File: config.mk
export PLATFORM = sky130hd
export DESIGN_NAME = i2c_mm_arbiter
export DESIGN_NICKNAME = d
export VERILOG_FILES = /design/src/rtl/i2c_mm_arbiter.sv
export SDC_FILE = /design/constraint.sdc
export NUM_CORES = 1
export LEC_CHECK = 0
export BUFFER_PORTS_ARGS = -buffer_cell sky130_fd_sc_hd__buf_4
export CORE_AREA = 2 2 88 90
export CTS_CLUSTER_DIAMETER = 200
export DETAILED_ROUTE_END_ITERATION = 10
export DIE_AREA = 0 0 90 92
export GPL_ROUTABILITY_DRIVEN = 1
export HOLD_SLACK_MARGIN = 0.12
export PLACE_DENSITY = 0.7
export SETUP_SLACK_MARGIN = 0.05
export SYNTH_ARGS = -nofsm -noshare
export SYNTH_HDL_FRONTEND = slang
export SYNTH_SLANG_ARGS = --single-unit
File: constraint.sdc
create_clock -name clk -period 3.6 [get_ports clk]
set_clock_uncertainty 0.1 [all_clocks]
set_input_delay 0.72 -clock clk [delete_from_list [all_inputs] [get_ports clk]]
set_output_delay 0.72 -clock clk [all_outputs]
set_load 0.05 [all_outputs]
File: src/rtl/i2c_mm_arbiter.sv
// Round-robin Avalon-MM arbiter sharing one I2C master register port.
// Lock keeps the grant across multi-register sequences; idle timeout frees it.
module i2c_mm_arbiter #(
    parameter int NREQ    = 3,
    parameter int ADDR_W  = 3,
    parameter int DATA_W  = 32,
    parameter int TIMEOUT = 1024
) (
    input  logic                     clk,
    input  logic                     reset,
    input  logic [NREQ*ADDR_W-1:0]   req_address,
    input  logic [NREQ-1:0]          req_read,
    input  logic [NREQ-1:0]          req_write,
    input  logic [NREQ*DATA_W-1:0]   req_writedata,
    input  logic [NREQ-1:0]          req_lock,
    output logic [NREQ-1:0]          req_waitrequest,
    output logic [DATA_W-1:0]        req_readdata,
    output logic [NREQ-1:0]          req_readdatavalid,
    output logic [ADDR_W-1:0]        m_address,
    output logic                     m_read,
    output logic                     m_write,
    output logic [DATA_W-1:0]        m_writedata,
    input  logic                     m_waitrequest,
    input  logic [DATA_W-1:0]        m_readdata,
    input  logic                     m_readdatavalid,
    output logic [NREQ-1:0]          grant,
    output logic                     lock_timeout
);

    localparam int IW = $clog2(NREQ);
    localparam int CW = $clog2(TIMEOUT + 1);

    typedef enum logic [1:0] {IDLE, ISSUE, WAIT_RD, HOLD} state_t;

    state_t          state, state_nxt;
    logic [IW-1:0]   g, g_nxt;
    logic [IW-1:0]   last, last_nxt;
    logic [CW-1:0]   cnt, cnt_nxt;
    logic [NREQ-1:0] pending;
    logic [IW-1:0]   pick;
    logic            g_rd, g_wr, g_lock, g_strobe, timeout_hit;

    assign pending     = req_read | req_write;
    assign g_rd        = req_read[g];
    assign g_wr        = req_write[g];
    assign g_lock      = req_lock[g];
    assign g_strobe    = g_rd | g_wr;
    assign timeout_hit = (cnt == CW'(TIMEOUT - 1));

    // Owner fields and read data are routed straight through.
    assign m_address    = req_address[int'(g)*ADDR_W +: ADDR_W];
    assign m_writedata  = req_writedata[int'(g)*DATA_W +: DATA_W];
    assign req_readdata = m_readdata;

    // Round-robin pick: first pending requester after the last owner.
    always_comb begin
        int          idx;
        logic [IW-1:0] idx_w;
        pick = last;
        for (int k = NREQ; k >= 1; k--) begin
            idx   = (int'(last) + k) % NREQ;
            idx_w = IW'(idx);
            if (pending[idx_w]) pick = idx_w;
        end
    end

    // State, owner, last owner and idle counter registers.
    always_ff @(posedge clk) begin
        if (reset) begin
            state <= IDLE;
            g     <= '0;
            last  <= IW'(NREQ - 1);
            cnt   <= '0;
        end else begin
            state <= state_nxt;
            g     <= g_nxt;
            last  <= last_nxt;
            cnt   <= cnt_nxt;
        end
    end

    // Next-state logic; counter only runs while idling in HOLD.
    always_comb begin
        state_nxt = state;
        g_nxt     = g;
        last_nxt  = last;
        cnt_nxt   = '0;
        unique case (state)
            IDLE: begin
                if (|pending) begin
                    g_nxt     = pick;
                    state_nxt = ISSUE;
                end
            end
            ISSUE: begin
                if (!g_strobe) begin
                    state_nxt = IDLE;
                    last_nxt  = g;
                end else if (!m_waitrequest) begin
                    if (g_rd) begin
                        state_nxt = WAIT_RD;
                    end else if (g_lock) begin
                        state_nxt = HOLD;
                    end else begin
                        state_nxt = IDLE;
                        last_nxt  = g;
                    end
                end
            end
            WAIT_RD: begin
                if (m_readdatavalid) begin
                    if (g_lock) begin
                        state_nxt = HOLD;
                    end else begin
                        state_nxt = IDLE;
                        last_nxt  = g;
                    end
                end
            end
            HOLD: begin
                if (g_strobe) begin
                    state_nxt = ISSUE;
                end else if (!g_lock || timeout_hit) begin
                    state_nxt = IDLE;
                    last_nxt  = g;
                end else begin
                    cnt_nxt = cnt + 1'b1;
                end
            end
        endcase
    end

    // Outputs: only the owner sees its waitrequest and valid strobe.
    always_comb begin
        grant             = '0;
        req_waitrequest   = '1;
        req_readdatavalid = '0;
        m_read            = 1'b0;
        m_write           = 1'b0;
        lock_timeout      = 1'b0;
        unique case (state)
            IDLE: ;
            ISSUE: begin
                grant[g]           = 1'b1;
                m_read             = g_rd;
                m_write            = g_wr;
                req_waitrequest[g] = m_waitrequest;
            end
            WAIT_RD: begin
                grant[g]             = 1'b1;
                req_readdatavalid[g] = m_readdatavalid;
            end
            HOLD: begin
                grant[g]     = 1'b1;
                lock_timeout = !g_strobe && g_lock && timeout_hit;
            end
        endcase
    end

endmodule

==> results by group, run 1 <==
Synthesis
  • Syn avg cell area: 7.02 um^2
  • Main area contributors after synthesis: mux2i_1 18%, dfxtp_1 16%, buf_4 11%, o21ai_0 9.7%, nand2_1 7.8%
  • Count of flip-flops with a built-in enable after synthesis: 0
  • Ys Warns: 0
  • Asr flop ratio synth: 0%
  • Post-synthesis sequential area ratio: 15.6%
  • Yosys top cell by area: mux2i_1
  • Synth Net Count: 464
  • Top_reg_cell synth: dfxtp_1
  • Top-count cell post-synth: nand2_1
  • Most frequent cells after synthesis: 45 x nand2_1, 42 x o21ai_0, 40 x mux2i_1
  • Unique masters post-synth: 48
  • Post-synthesis cell count: 310
  • Post-synthesis cell area: 2180 um^2
  • Synth Register Bits: 17
  • Top-area cell type share of the netlist area: 18.4%

Setup path
  • R2r worst-path depth: 6
  • Worst-path fanout max: 5
  • Critical Path Start Type: register
  • R2r startpoint: g[1]
  • Reg2Reg Setup Slack: 1.41 ns
  • CP endpoint kind: output pin
  • CP required: 2.78 ns
  • Critical Path AT: 2.03 ns
  • RR Endpoint: state[0]
  • WS Path Type: reg2out

STA
  • Setup violators final: 0
  • Slew Limit Headroom: 65.4%
  • Fmax: 351 MHz
  • Worst-Margin Slew: 0.517 ns
  • Max-slew violations: 0
  • Final Hold Fails: 0
  • TNS Setup: 0 ns
  • Final critical-path share of the clock period: 79.2%
  • RSZ-0062 raised after global routing: false
  • Fin crit period: 2.85 ns

Floorplanning
  • Cell Rows: 32
  • Core area: 7450 um^2
  • Ports: 229
  • Starting Density: 29.2%
  • Die Wd: 90 um
  • Die Ht: 92 um
  • Die ar.: 8280 um^2

Detailed routing
  • Post-route ant nets: 0
  • DRT iter0 DRCs: 72
  • Final WL: 7.75 mm
  • DR WL met2: 3.79 mm
  • Top sig layer: met4
  • DRC Markers: 0
  • Routed vias: 2628
  • Drt pass-1 iters: 4
  • Vias/cell: 4.93
  • Met3 routed WL: 773 um
  • Met1 Wirelength: 3.11 mm
  • DR WL/cell: 14.5 um

GRT
  • Vias in the first global route: 2407
  • First-pass GRT wire length: 11.9 mm
  • Largest net degree at the start of global routing: 45
  • Initial antenna violation count: 0
  • GRT overflow: 0
  • GRT Total Usage: 17.5%

Worst hold path
  • Worst Hold Launch: cnt[10]
  • Hold crit path type: reg2reg
  • Min-Delay Path Depth: 2
  • Worst hold path endpoint: cnt[10]

Placed design
  • Port bufs: 164
  • Cells after DPL: 529
  • Routability-driven placement congestion ratio: 0.858
  • DP Wirelength: 6.22 mm

Power
  • Leakage: 1.38 nW
  • Power Density: 474 nW/um^2
  • Maximum VDD drop: 0.245 mV

Clock tree
  • Clock-pin slew on the worst setup and hold paths: 0.07 ns
  • Hold_buf cts: 0
  • H-tree depth: 1
  • Clock buffer depth: 2
  • Post-CTS setup repair buffer count: 0
  • Cts repair resizes: 0
  • CTS tree: yes
  • Number of CTS-inserted buffers: 3
  • Clock root cell: clkbuf_8
  • Worst skew pair latency: 0.26 ns
  • # clock sinks: 17

Cells and area
  • Storage cell area: 342 um^2
  • Area grow syn2layout: 50.9%
  • Fill count: 800
  • Share of layout cells above drive strength 1: 42.7%
  • Multi-input logic area: 1480 um^2
  • # diodes: 0
  • Final net count: 586
  • Non-filler cells, final: 533

Job
  • Max_cap viols: 0

Run status
  • Status: completed
## logic make-up (layout without fill, tap and decap cells)
logic type	after synthesis	in the layout	share of synthesized area [%]
buffers and inverters	59	180	16.9
XOR/XNOR	8	8	3.22
multiplexers	42	42	19.4
AND/OR/NAND/NOR	105	105	21.7
AO/OA/AOI/OAI	75	75	20.8
flip-flops	17	17	15.6
adder cells (fa/ha/maj)	4	4	2.30
## final cells by class
cell class / instances / share of cell area [%]
Clock buffer: 3 / 1.26
Clock inverter: 1 / 0.152
Inverter: 8 / 0.914
Multi-Input combinational cell: 234 / 45.0
Sequential cell: 17 / 10.4
Tap cell: 102 / 3.89
Timing Repair Buffer: 168 / 38.4
## worst max-delay path by stage
stage | endpoint | startpoint | depth (start not counted) | slack (ns)
global route | lock_timeout | cnt[0] | 5 | 0.61
finish | lock_timeout | cnt[0] | 5 | 0.75
CTS | lock_timeout | cnt[0] | 5 | 0.75
detailed placement | lock_timeout | req_write[0] | 6 | 0.77
global placement | lock_timeout | req_read[2] | 6 | 0.84
floorplan | m_write | req_write[2] | 3 | 0.52
## power breakdown
| part | total, mW | internal [mW] | switching (mW) |
|---|---|---|---|
| Sequential | 0.225 | 0.201 | 0.0242 |
| Clock | 0.146 | 0.0769 | 0.0689 |
| Combinational | 1.19 | 0.391 | 0.794 |
## metrics by stage
step	instance area, um^2	worst slack, ns	total power, mW	utilization (%)	hold WS, ns
final	3280	0.748	1.56	44.1	0.362
after global routing	3280	0.610	1.63	44.1	0.396
after CTS	3280	0.753	1.56	44.1	0.357
after detailed placement	3240	0.773	1.42	43.5	0.339
after global placement	3240	0.841	1.41	43.5	0.331
after floorplan	2180	0.518	1.13	-	0.318
## critical path, cell delays in order (launching register included)
cell	delay, ns
dfxtp_1	0.38
ha_1	0.20
nand3_1	0.19
or4_1	0.57
nor4_2	0.19
buf_4	0.25
## layer usage
layer | up-vias | track usage [%]
met5 | - | 0
met4 | 0 | 2.82
met3 | 12 | 6.08
met2 | 140 | 30.7
met1 | 1181 | 21.1
li1 | 1295 | -
## registers in the layout (all words and copies together) (netlist names)
signal  cells
cnt        11
g           2
last        2
state       2
## cells in the final DEF, fill, tap and decap left out, types with 3 or more instances in the layout
master	Yosys	layout
clkbuf_8	0	3
xor2_1	3	3
dfxtp_1	17	16
inv_1	8	8
mux2i_1	40	40
buf_4	32	168
o21a_1	3	3
nor3_1	5	5
nand2_1	45	45
a211oi_1	3	3
o21ai_0	42	42
xnor2_1	5	5
nor2_1	29	29
nand2b_1	3	3
ha_1	4	4
or2_2	3	3
a21oi_1	8	8
nand3_1	5	5
Power figures use the tool's default switching activity.
==> run 2, diff against run 1 <==
Clock period 3.6 ns to 2.8 ns, I/O delays scaled along.
==> run 2 against run 1 <==
  * Global-route usage grew 1.2 points
  * Non-clock buffer count increased by 1
  * Register-to-register slack got worse by 0.74 ns
  * Worst hold slack worse by 0.0083 ns
  * Die area is the same
  * Via count fell by 0.53%
  * Core utilization rose by 0.27 points
  * Final cell count up 0.19%
  * Sequential share of layout area fell by 0.063 points
  * Count of clock-buffer cells in the layout rose by 1
  * Sequential power grew 27%
==> results by group, run 2 (synthesis results as in run 1) <==
Setup path
  • Critical Path Start Type: register
  • R2r worst-path depth: 7 (+1)
  • Worst-path fanout max: 5 (unchanged)
  • CP bufs+invs: 1 (unchanged)
  • R2r startpoint: last[0]
  • CP required: 2.14 ns (-0.64 ns)
  • Top delay family on crit path: simple AND/OR/NAND/NOR gates
  • CP Launch Point: cnt[0]
  • Slowest stage delay, CP: 0.52 ns (-0.05 ns)
  • WS Path Type: reg2out
  • Critical Path AT: 1.91 ns (-0.12 ns)
  • WP depth: 5 (unchanged)
  • CP endpoint kind: output pin
  • CP max-delay cell: or4_4
  • Cell-by-cell trace of the critical path: ha_1 > nand3_2 > or4_4 > nor4_2 > buf_4

Floorplanning
  • Die Wd: 90 um (unchanged)
  • Starting Density: 29.2% (unchanged)
  • Die ar.: 8280 um^2 (unchanged)
  • Ports: 229 (unchanged)
  • Die Ht: 92 um (unchanged)
  • Core area: 7450 um^2 (unchanged)
  • Cell Rows: 32 (unchanged)

STA
  • Slew Limit Headroom: 64.8% (-0.57 points)
  • Fin crit period: 2.57 ns
  • Worst-Margin Slew: 0.528 ns (+0.0105 ns)
  • RSZ-0062 raised after global routing: false
  • Fmax: 389 MHz
  • Max-slew violations: 0 (unchanged)
  • Final critical-path share of the clock period: 91.9%
  • Final WS setup: 0.227 ns (-0.521 ns)
  • Setup violators final: 0 (unchanged)
  • TNS Setup: 0 ns (unchanged)
  • Final Hold Fails: 0 (unchanged)

Run status
  • Status: completed

Cells and area
  • # diodes: 0 (unchanged)
  • Area grow syn2layout: 51.8%
  • Final net count: 587 (+0.17%)
  • Commonest cells after routing, fill and taps aside: 169 x buf_4, 45 x nand2_1, 40 x mux2i_1, 36 x o21ai_0, 29 x nor2_1
  • Non-filler cells, final: 534 (+0.19%)
  • Largest reg by FF count: cnt
  • Share of layout cells above drive strength 1: 43.3% (+0.60 points)
  • Storage cell area: 342 um^2 (unchanged)
  • Commonest non-fill, non-tap cell in the layout: buf_4
  • Fill count: 780 (-2.5%)
  • Max reg flops: 11 (unchanged)
  • Multi-input logic area: 1490 um^2 (+0.93%)
  • Design area: 3300 um^2 (+0.61%)

GRT
  • Largest net degree at the start of global routing: 46 (+2.2%)
  • GRT Total Usage: 18.7% (+1.2 points)
  • Vias in the first global route: 2590 (+7.6%)
  • First-pass GRT wire length: 12.6 mm (+5.9%)
  • GRT overflow: 0 (unchanged)
  • Initial antenna violation count: 0 (unchanged)

Placed design
  • Port bufs: 164 (unchanged)
  • Placed cell areas: 3250 um^2 (+0.39%)
  • Cells after DPL: 530 (+0.19%)
  • Routability-driven placement congestion ratio: 0.856 (-0.22%)
  • DP Wirelength: 6.63 mm (+6.6%)
  • Pre-CTS setup slack: 0.295 ns (-0.477 ns)

Power
  • Maximum VDD drop: 0.298 mV (+21%)
  • Leakage: 1.39 nW (+0.50%)
  • Cell internal pwr: 871 uW (+30%)
  • Sw Pwr: 1.14 mW (+29%)
  • Power Density: 610 nW/um^2 (+29%)
  • Comb power frac: 76.5% (+0.3 points)
  • Reg power frac: 14.2% (-0.2 points)
  • Clk pwr share: 9.3% (about the same)
  • Net switching fraction of the power: 56.7% (-0.26 points)

Detailed routing
  • Routed vias: 2614 (-0.53%)
  • Post-route ant nets: 0 (unchanged)
  • Drt pass-1 iters: 4 (unchanged)
  • Final WL: 8.09 mm (+4.3%)
  • DR WL/cell: 15.1 um (+4.1%)
  • DRT iter0 DRCs: 171 (+140%)
  • DRC Markers: 0 (unchanged)
  • Vias/cell: 4.90 (-0.72%)

Worst hold path
  • Worst Hold Launch: cnt[10]
  • Hold crit path type: reg2reg
  • Min-Delay Path Depth: 2 (unchanged)

Clock tree
  • CTS tree: yes
  • Clock buffer depth: 2 (unchanged)
  • Clock root cell: clkbuf_8
  • Worst skew pair latency: 0.25 ns (about the same)
  • Post-CTS setup repair buffer count: 0 (unchanged)
  • H-tree depth: 1 (unchanged)
  • Number of CTS-inserted buffers: 3 (unchanged)
  • Clock-pin slew on the worst setup and hold paths: 0.07 ns (about the same)
  • # clock sinks: 17 (unchanged)

Job
  • Max_cap viols: 0 (unchanged)
==> run 2: tightest hold or removal path, cell delays in order, from the launching register on <==
cell     delay [ns]
dfxtp_1        0.31
o31ai_1        0.07
nor2_1         0.04
==> run 2: metal layers <==
| metal | part of all wire (%) | wire length [um] | track usage [%] | vias to the layer above |
|---|---|---|---|---|
| met5 | 0 | 0 | 0 | - |
| met4 | 2.3 | 184 | 6.28 | 0 |
| met3 | 7.2 | 584 | 4.27 | 20 |
| met2 | 52 | 4170 | 33.8 | 123 |
| met1 | 39 | 3150 | 21.8 | 1176 |
| li1 | - | - | - | 1295 |
==> run 2: final cells by class <==
| type | count | share of cell area, % |
|---|---|---|
| Multi-Input combinational cell | 234 | 45.1 |
| Timing Repair Buffer | 169 | 38.4 |
| Sequential cell | 17 | 10.3 |
| Tap cell | 102 | 3.86 |
| Clock buffer | 4 | 1.36 |
| Inverter | 8 | 0.909 |
==> run 2: repair_timing <==
item	4_1_cts	5_1_grt
resized for setup	0	2
endpoints found under the setup margin	0	1
hold buffers	0	0
==> run 2: per-stage QoR <==
stage	total power, mW	utilization [%]	hold slack [ns]
after detailed placement	1.84	43.6	0.333
after floorplan	1.46	-	0.318
final	2.01	44.4	0.353
after global placement	1.83	43.6	0.328
after global routing	2.14	44.4	0.395
after CTS	2.03	44.3	0.347
==> run 2: worst paths after layout <==
| check | end | slack (ns) |
|---|---|---|
| hold reg to reg | cnt[10] | 0.35 |
| setup / recovery | lock_timeout | 0.23 |
| hold / removal | cnt[10] | 0.35 |
| setup reg to reg | g[0] | 0.67 |
==> run 2: power groups by stage <==
stage	logic [mW]	registers, mW	clock network, mW
floorplan	1.18	0.274	0
finish	1.54	0.286	0.187
detailed placement	1.55	0.291	0
global route	1.65	0.291	0.199
CTS	1.55	0.286	0.190
global placement	1.54	0.290	0
